**src/rtl/sr_cmd_gen.sv**
```systemverilog
// sr_cmd_gen
// Front end for the SR flip-flop stage. Two raw asynchronous push-buttons
// (set, reset) are synchronized, debounced and edge-detected into clean
// single-cycle S/R command pulses. S and R are never asserted together;
// a same-cycle collision is resolved by RST_PRIORITY and the loser is dropped.
//
// Ports:
//   clk           in   system clock, rising edge
//   rst_n         in   asynchronous active-low reset
//   set_btn       in   raw asynchronous set button, active-high
//   reset_btn     in   raw asynchronous reset button, active-high
//   S             out  registered one-cycle set command
//   R             out  registered one-cycle reset command
//   set_lvl       out  debounced set-button level
//   reset_lvl     out  debounced reset-button level
//   conflict      out  (SR_CMD_CONFLICT_EN only) pulse when a collision was arbitrated
//   conflict_seen out  (SR_CMD_CONFLICT_EN only) sticky collision flag, cleared by rst_n
//
// Build option: define SR_CMD_CONFLICT_EN to add the conflict outputs.
// S/R behaviour is identical with or without it.

module sr_cmd_gen #(
  parameter int SYNC_STAGES  = 2,
  parameter int DEB_CYCLES   = 16,
  parameter int RST_PRIORITY = 1
) (
  input  logic clk,
  input  logic rst_n,
  input  logic set_btn,
  input  logic reset_btn,
  output logic S,
  output logic R,
  output logic set_lvl,
  output logic reset_lvl
`ifdef SR_CMD_CONFLICT_EN
  ,
  output logic conflict,
  output logic conflict_seen
`endif
);

  localparam int CW = $clog2(DEB_CYCLES);
  localparam logic [CW-1:0] CNT_LAST = CW'(DEB_CYCLES - 1);

  // channel 0 = set, channel 1 = reset
  logic [1:0] btn;
  logic [1:0] lvl;
  logic [1:0] req;

  assign btn = {reset_btn, set_btn};

  for (genvar ch = 0; ch < 2; ch++) begin : g_chan
    logic [SYNC_STAGES-1:0] sync_q;
    logic                   sync_x;
    logic [CW-1:0]          cnt_q, cnt_d;
    logic                   lvl_q, lvl_d;
    logic                   lvl_hist_q;

    assign sync_x = sync_q[SYNC_STAGES-1];

    always_ff @(posedge clk or negedge rst_n) begin
      if (!rst_n) begin
        sync_q <= '0;
      end else begin
        sync_q <= {sync_q[SYNC_STAGES-2:0], btn[ch]};
      end
    end

    // Any sample that agrees with the accepted level restarts the count,
    // so only an uninterrupted run of DEB_CYCLES differing samples flips lvl.
    always_comb begin
      cnt_d = '0;
      lvl_d = lvl_q;
      if (sync_x != lvl_q) begin
        if (cnt_q == CNT_LAST) begin
          lvl_d = sync_x;
        end else begin
          cnt_d = cnt_q + 1'b1;
        end
      end
    end

    always_ff @(posedge clk or negedge rst_n) begin
      if (!rst_n) begin
        cnt_q      <= '0;
        lvl_q      <= 1'b0;
        lvl_hist_q <= 1'b0;
      end else begin
        cnt_q      <= cnt_d;
        lvl_q      <= lvl_d;
        lvl_hist_q <= lvl_q;
      end
    end

    assign lvl[ch] = lvl_q;
    // rising edge of the debounced level only; releases produce nothing
    assign req[ch] = lvl_q & ~lvl_hist_q;
  end

  logic s_q, s_d;
  logic r_q, r_d;
  logic both_req;

  assign both_req = req[0] & req[1];

  always_comb begin
    s_d = req[0];
    r_d = req[1];
    if (both_req) begin
      if (RST_PRIORITY != 0) begin
        s_d = 1'b0;
      end else begin
        r_d = 1'b0;
      end
    end
  end

  always_ff @(posedge clk or negedge rst_n) begin
    if (!rst_n) begin
      s_q <= 1'b0;
      r_q <= 1'b0;
    end else begin
      s_q <= s_d;
      r_q <= r_d;
    end
  end

  assign S         = s_q;
  assign R         = r_q;
  assign set_lvl   = lvl[0];
  assign reset_lvl = lvl[1];

`ifdef SR_CMD_CONFLICT_EN
  logic conflict_q, conflict_d;
  logic seen_q, seen_d;

  // aligned with the S/R register so the pulse coincides with the issued command
  assign conflict_d = both_req;
  assign seen_d     = seen_q | both_req;

  always_ff @(posedge clk or negedge rst_n) begin
    if (!rst_n) begin
      conflict_q <= 1'b0;
      seen_q     <= 1'b0;
    end else begin
      conflict_q <= conflict_d;
      seen_q     <= seen_d;
    end
  end

  assign conflict      = conflict_q;
  assign conflict_seen = seen_q;
`endif

endmodule

```
**config.mk**
```make
export PLATFORM = sky130hd
export DESIGN_NAME = sr_cmd_gen
export DESIGN_NICKNAME = d
export VERILOG_FILES = /design/src/rtl/sr_cmd_gen.sv
export SDC_FILE = /design/constraint.sdc
export NUM_CORES = 1
export LEC_CHECK = 0
export BUFFER_PORTS_ARGS = -buffer_cell sky130_fd_sc_hd__buf_2
export CAP_MARGIN = 10
export CORE_UTILIZATION = 48
export CTS_CLUSTER_DIAMETER = 200
export DETAILED_ROUTE_END_ITERATION = 10
export GPL_ROUTABILITY_DRIVEN = 0
export PLACE_DENSITY = 0.72
export SETUP_SLACK_MARGIN = 0.02
export SLEW_MARGIN = 15
export SYNTH_ARGS = -nofsm -noshare
export SYNTH_HDL_FRONTEND = slang
export SYNTH_SLANG_ARGS = --single-unit
```
**constraint.sdc**
```tcl
create_clock -name clk -period 1.6 [get_ports clk]
set_input_delay 0.48 -clock clk [delete_from_list [all_inputs] [get_ports clk]]
set_output_delay 0.48 -clock clk [all_outputs]
set_load 0.02 [all_outputs]
```
# Word-level counts from Yosys, hierarchy flattened

Index checks and enable logic that the tools add are counted.

Output and inout bits: 4
Logic and storage cells: 28
Flip-flop bits (word level): 18
Input bits: 4

Reductions and logical operators: 2
Bitwise gates (word level): 5
Add/sub/neg operators: 2
Muxes and demuxes: 5
Equality and inequality tests: 4

Operators by type and width:

| operator                                                      | count |
|---|---|
| 4-bit 2-to-1 mux                                              | 4 |
| 4-bit by 1-bit adder with 4-bit output, second input constant | 2 |
| 4-bit == test, second input constant                          | 2 |
| 2-bit AND reduction                                           | 2 |
| 1-bit bitwise AND                                             | 3 |
| 1-bit != test                                                 | 2 |
| 1-bit NOT                                                     | 2 |
| 1-bit 2-to-1 mux                                              | 1 |

# Longest topological paths before layout

Depth after elaboration: 4
Gate-level depth with buffers: 4
Mapped depth without buffers: 4

# Worst setup path after synthesis

OpenSTA, ideal clock, no wires.

Kind: reg2reg
Start point: reg g_chan[0].cnt_q[0]
End point: reg g_chan[0].lvl_q, in the netlist set_lvl
Required time: 1.475 ns
Data arrival time: 1.021 ns
Library setup time: 0.125 ns
Cell stages (with the launch flop): 4
Clock period less this slack: 1.145 ns
Path slack: 0.455 ns
Buffers on the path: 0
Cell sequence: dfrtp_1 > ha_1 > nand3_1 > mux2_2

Cells in the longest elaborated chain, start to end: 2

Ends and longest elaborated chain:

| item                          | RTL line | text |
|---|---|---|
| start, declared               | 55       | `logic [CW-1:0] cnt_q, cnt_d;` |
| start signal, assigned        | 89       | `cnt_q <= cnt_d;` |
| 4-bit == test                 | 75       | `if (cnt_q == CNT_LAST) begin` |
| 2-bit AND reduction (no line) | --       |  |
| end signal, assigned          | 90       | `lvl_q <= lvl_d;` |
| end, declared                 | 56       | `logic lvl_q, lvl_d;` |

No other way between the ends.
A chain may end at the register's enable or synchronous reset.

# Worst setup path in the final report

Start point: reg g_chan[1].lvl_q, in the netlist reset_lvl
End point: out reset_lvl

RTL lines:

| item                   | RTL line | text |
|---|---|---|
| start, declared        | 56       |  |
| start signal, assigned | 90       |  |
| end, declared          | 34       | `output logic reset_lvl` |

No word-level cell between the ends.

==> results <==
- The clock root buffer is clkbuf_4.
- The synthesized netlist devotes 5.97% of its cell area to compound gates.
- The initial utilization of the core area, before any placement, comes to 54.7%.
- The combined global-route utilization of all metal layers is 13.0%.
- The endpoint type of the worst setup path is an output pin.
- At the worst endpoint, the required time is 1.12 ns.
- For this design the ratio of total power to cell area is 1020 nW/µm².
- In this run the number of H-tree levels came out at 1.
- The number of hold buffers added after CTS was 0.
- The start of the worst register-to-register path is g_chan[0].cnt_q[0]$_DFF_PN0_.
- Clock-pin slew was measured on the worst setup and hold paths at 0.09 ns.
- The number of antenna-violating nets in the routed design is 0.
- The combinational fraction of design power is 5.4%.
- For this run, the top clock speed supported by timing is 0.724 GHz.
- The die span in y is 38.8 µm.
- The share of cells above drive strength 1 is 21.4%.
- The number of nets handed over by synthesis was 52.
- Sequential elements use 69.4% of the synthesized area.
- The internal power component is 0.578 mW.
- TritonCTS built the clock tree.
- Setup repair after global routing left no endpoint under its margin.
- The number of hold-slack violations in the final timing report is 0.
- The total buffers and inverters traversed by the critical path is 1.
- The DRC violation count after routing is 0.
- In this run the cell area of the synthesized design comes to 649 µm².
- The count of fill cells added during filler insertion is 90.
- The maximum buffer depth of the clock tree is 2.
- The count of input and output buffers is 7.
- The area added between synthesis and finish is 11.6%.
- Counting tap cells, the placed design contains a total of 67 instances.
- The first-pass GRT wire length is 1260 µm.
- The area share of fa/ha/maj cells after synthesis is 3.85%.
- The cell row count is 12.
- The number of standard cells in the final layout excluding fillers is 70.
- Ranked by total cell area, the synthesized netlist is headed by dfrtp_1, xnor2_1, ha_1.
- The setup violation total in the final timing report is 0.
- Synthesis produced 46 cells.
- The most critical setup path has its startpoint at reset_lvl$_DFFE_PN0P_.
- The post-synthesis register bit count is 18.
- The max-slew violation count is 0.
- The combinational family with the most area after synthesis is simple AND/OR/NAND/NOR gates.
- The signal on the critical path passes through buf_2.
- For this design the top-level I/O count stands at 8.
- The normalized max-slew margin is 75.0%.
- The simple-gate share of the synthesized area is 10.8%.
- The number of resized instances in the post-cts repair step is 0.
- Yosys printed 0 warnings.
- Data arrives at the worst endpoint at 0.90 ns.
- Counting every sink on the clock net gives 18.
- The leakage power is 0.349 nW.
- The length of the first detailed-routing pass in iterations is 2.
- In this design, the stage delay of the slowest critical-path cell is 0.43 ns.
- Summed over all instances, the cell type with the most area after synthesis is dfrtp_1.
- After detailed routing, the total wire length is 811 µm.
- The kind of start point of the critical path is a flop.
- The area share of the largest cell type after synthesis is 69.4%.
- The final total negative setup slack is 0 ns.
- On the critical path the largest part of the delay comes from flip-flops.
- Along the worst path, the maximum fanout reaches 5.
- The maximum number of pins on one net before global-route repair is 19.
- The portion of total power attributed to sequential cells is 66.1%.
- The final cell area excluding filler cells is 724 µm².
- At the pin with the least slew margin, the transition time is 0.374 ns.
- The total overflow left after global routing is 0.
- The number of distinct library cells after synthesis is 14.
- The number of buffers added by the clock tree synthesis step is 3.
- Of the total power, the clock network draws 28.5%.
- The clock skew is 0.00257 ns.
- The standard cell core area is 1190 µm².
- The number of post-CTS setup repair buffers is 0.
- Summing all placed instances gives a cell area of 702 µm².
- The routed wire length per instance is 11.6 µm.
- Summed over all nets, the switching power comes to 0.158 mW.
- The multiplexer fraction of the synthesized cell area is 3.47%.
- The category of the critical setup timing path is reg -> out.
- The number of antenna diodes in the final layout is 0.
- The initial antenna violation count is 0.
- The master of the slowest instance on the critical path is dfrtp_1.
- In the finished design, the share of the clock period the worst path needs comes to 86.4%.
- Of the total synthesized cell area, the portion taken by XOR and XNOR cells is 5.39%.
- The later pin in the worst-skew pair is clocked with a latency of 0.28 ns.
- The width of the chip is 38.8 µm.
- The mean number of vias per cell is 5.10.
- The tool flagged a number of max-cap violations equal to 0.
- The final layout contains 64 nets.
- In this run the mean area of a mapped cell was 14.1 µm².
- The via count of the first global-routing pass was 298.
- The detailed router placed 357 vias in this run.
- The fraction of power spent switching nets is 21.5%.
- The worst min-delay path class is in -> async.
- The violation count after the first detailed-routing iteration is 8.
- Counting I/O delays and the setup requirement, the final critical path takes 1.38 ns.
- The peak ir drop on the vdd network is 0.570 mV.
- The die covers 1500 µm².
- The run finished with clean final reports.
cells in the final DEF (no fill, tap or decap):
| cell type | instances |
|---|---|
| a311oi_1 | 1 |
| inv_1 | 2 |
| nand3_1 | 2 |
| nor3b_1 | 2 |
| mux2_2 | 2 |
| nor2_1 | 2 |
| and2b_1 | 1 |
| a21oi_1 | 4 |
| nor2b_1 | 2 |
| ha_1 | 2 |
| xnor2_1 | 4 |
| buf_2 | 7 |
| nand4b_1 | 2 |
| clkbuf_4 | 3 |
| o21ai_0 | 2 |
| dfrtp_1 | 18 |
synthesized netlist by cell type:
library cell / number
nor2b_1: 2
nand3_1: 2
a21oi_1: 4
nor3b_1: 2
nor2_1: 2
xnor2_1: 4
a311oi_1: 1
mux2_2: 2
o21ai_0: 2
nand4b_1: 2
and2b_1: 1
ha_1: 2
inv_1: 2
dfrtp_1: 18
per-stage QoR:
stage / utilization, % / hold slack, ns / worst slack, ns / power, mW
floorplan: - / 0.184 / 0.455 / 0.517
global placement: 59.2 / 0.334 / 0.407 / 0.535
detailed placement: 59.2 / 0.339 / 0.394 / 0.537
CTS: 61.1 / 0.108 / 0.215 / 0.745
global route: 61.1 / 0.113 / 0.176 / 0.774
finish: 61.1 / 0.102 / 0.218 / 0.736
layer usage:
layer  share of wire [%]  GRT usage [%]  vias up
li1                    -              -      181
met1                  55           20.2      166
met2                  40           15.8        8
met3                 3.8           3.47        2
met4                0.86           7.76        0
met5                   0              0        -
sequential cells by signal (all words and copies together), names as in the netlist:
name / count
set_lvl: 1
g_chan.lvl_hist_q: 2
S: 1
g_chan.sync_q: 4
g_chan.cnt_q: 8
reset_lvl: 1
R: 1
power groups by stage:
stage | Combinational [mW] | Sequential (mW) | Clock, mW
global placement | 0.0409 | 0.494 | 0
floorplan | 0.0247 | 0.493 | 0
finish | 0.0400 | 0.487 | 0.209
detailed placement | 0.0409 | 0.496 | 0
global route | 0.0461 | 0.489 | 0.239
CTS | 0.0414 | 0.487 | 0.217
cells by family (layout without fill, tap and decap cells):
group	after synthesis	count (layout)
buf+inv	2	12
fa+ha+maj	2	2
xor+xnor	4	4
flops	18	18
mux	2	2
compound gates	7	7
simple gates	11	11
final timing paths:
| path | slack [ns] | cells after the start | to |
|---|---|---|---|
| setup / recovery | 0.22 | 1 | reset_lvl |
| hold / removal | 0.10 | 1 | g_chan[0].cnt_q[2]$_DFF_PN0_ |
| setup reg to reg | 0.39 | 3 | set_lvl$_DFFE_PN0P_ |
| hold reg to reg | 0.36 | 0 | g_chan[1].sync_q[1]$_DFF_PN0_ |
| max in group asynchronous | 1.23 | 1 | g_chan[1].cnt_q[0]$_DFF_PN0_ |
| min in group clk | 0.30 | 1 | g_chan[1].sync_q[0]$_DFF_PN0_ |
final cells by class:
type                       instances  area, µm²  area share [%]
sequential                        18        450            62.2
multi-input combinational         26        191            26.4
timing repair buffer               7       35.0            4.84
clock buffer                       3       22.5            3.11
tap                               14       17.5            2.42
inverter                           2       7.51            1.04
(Power assumes the default switching activity.)
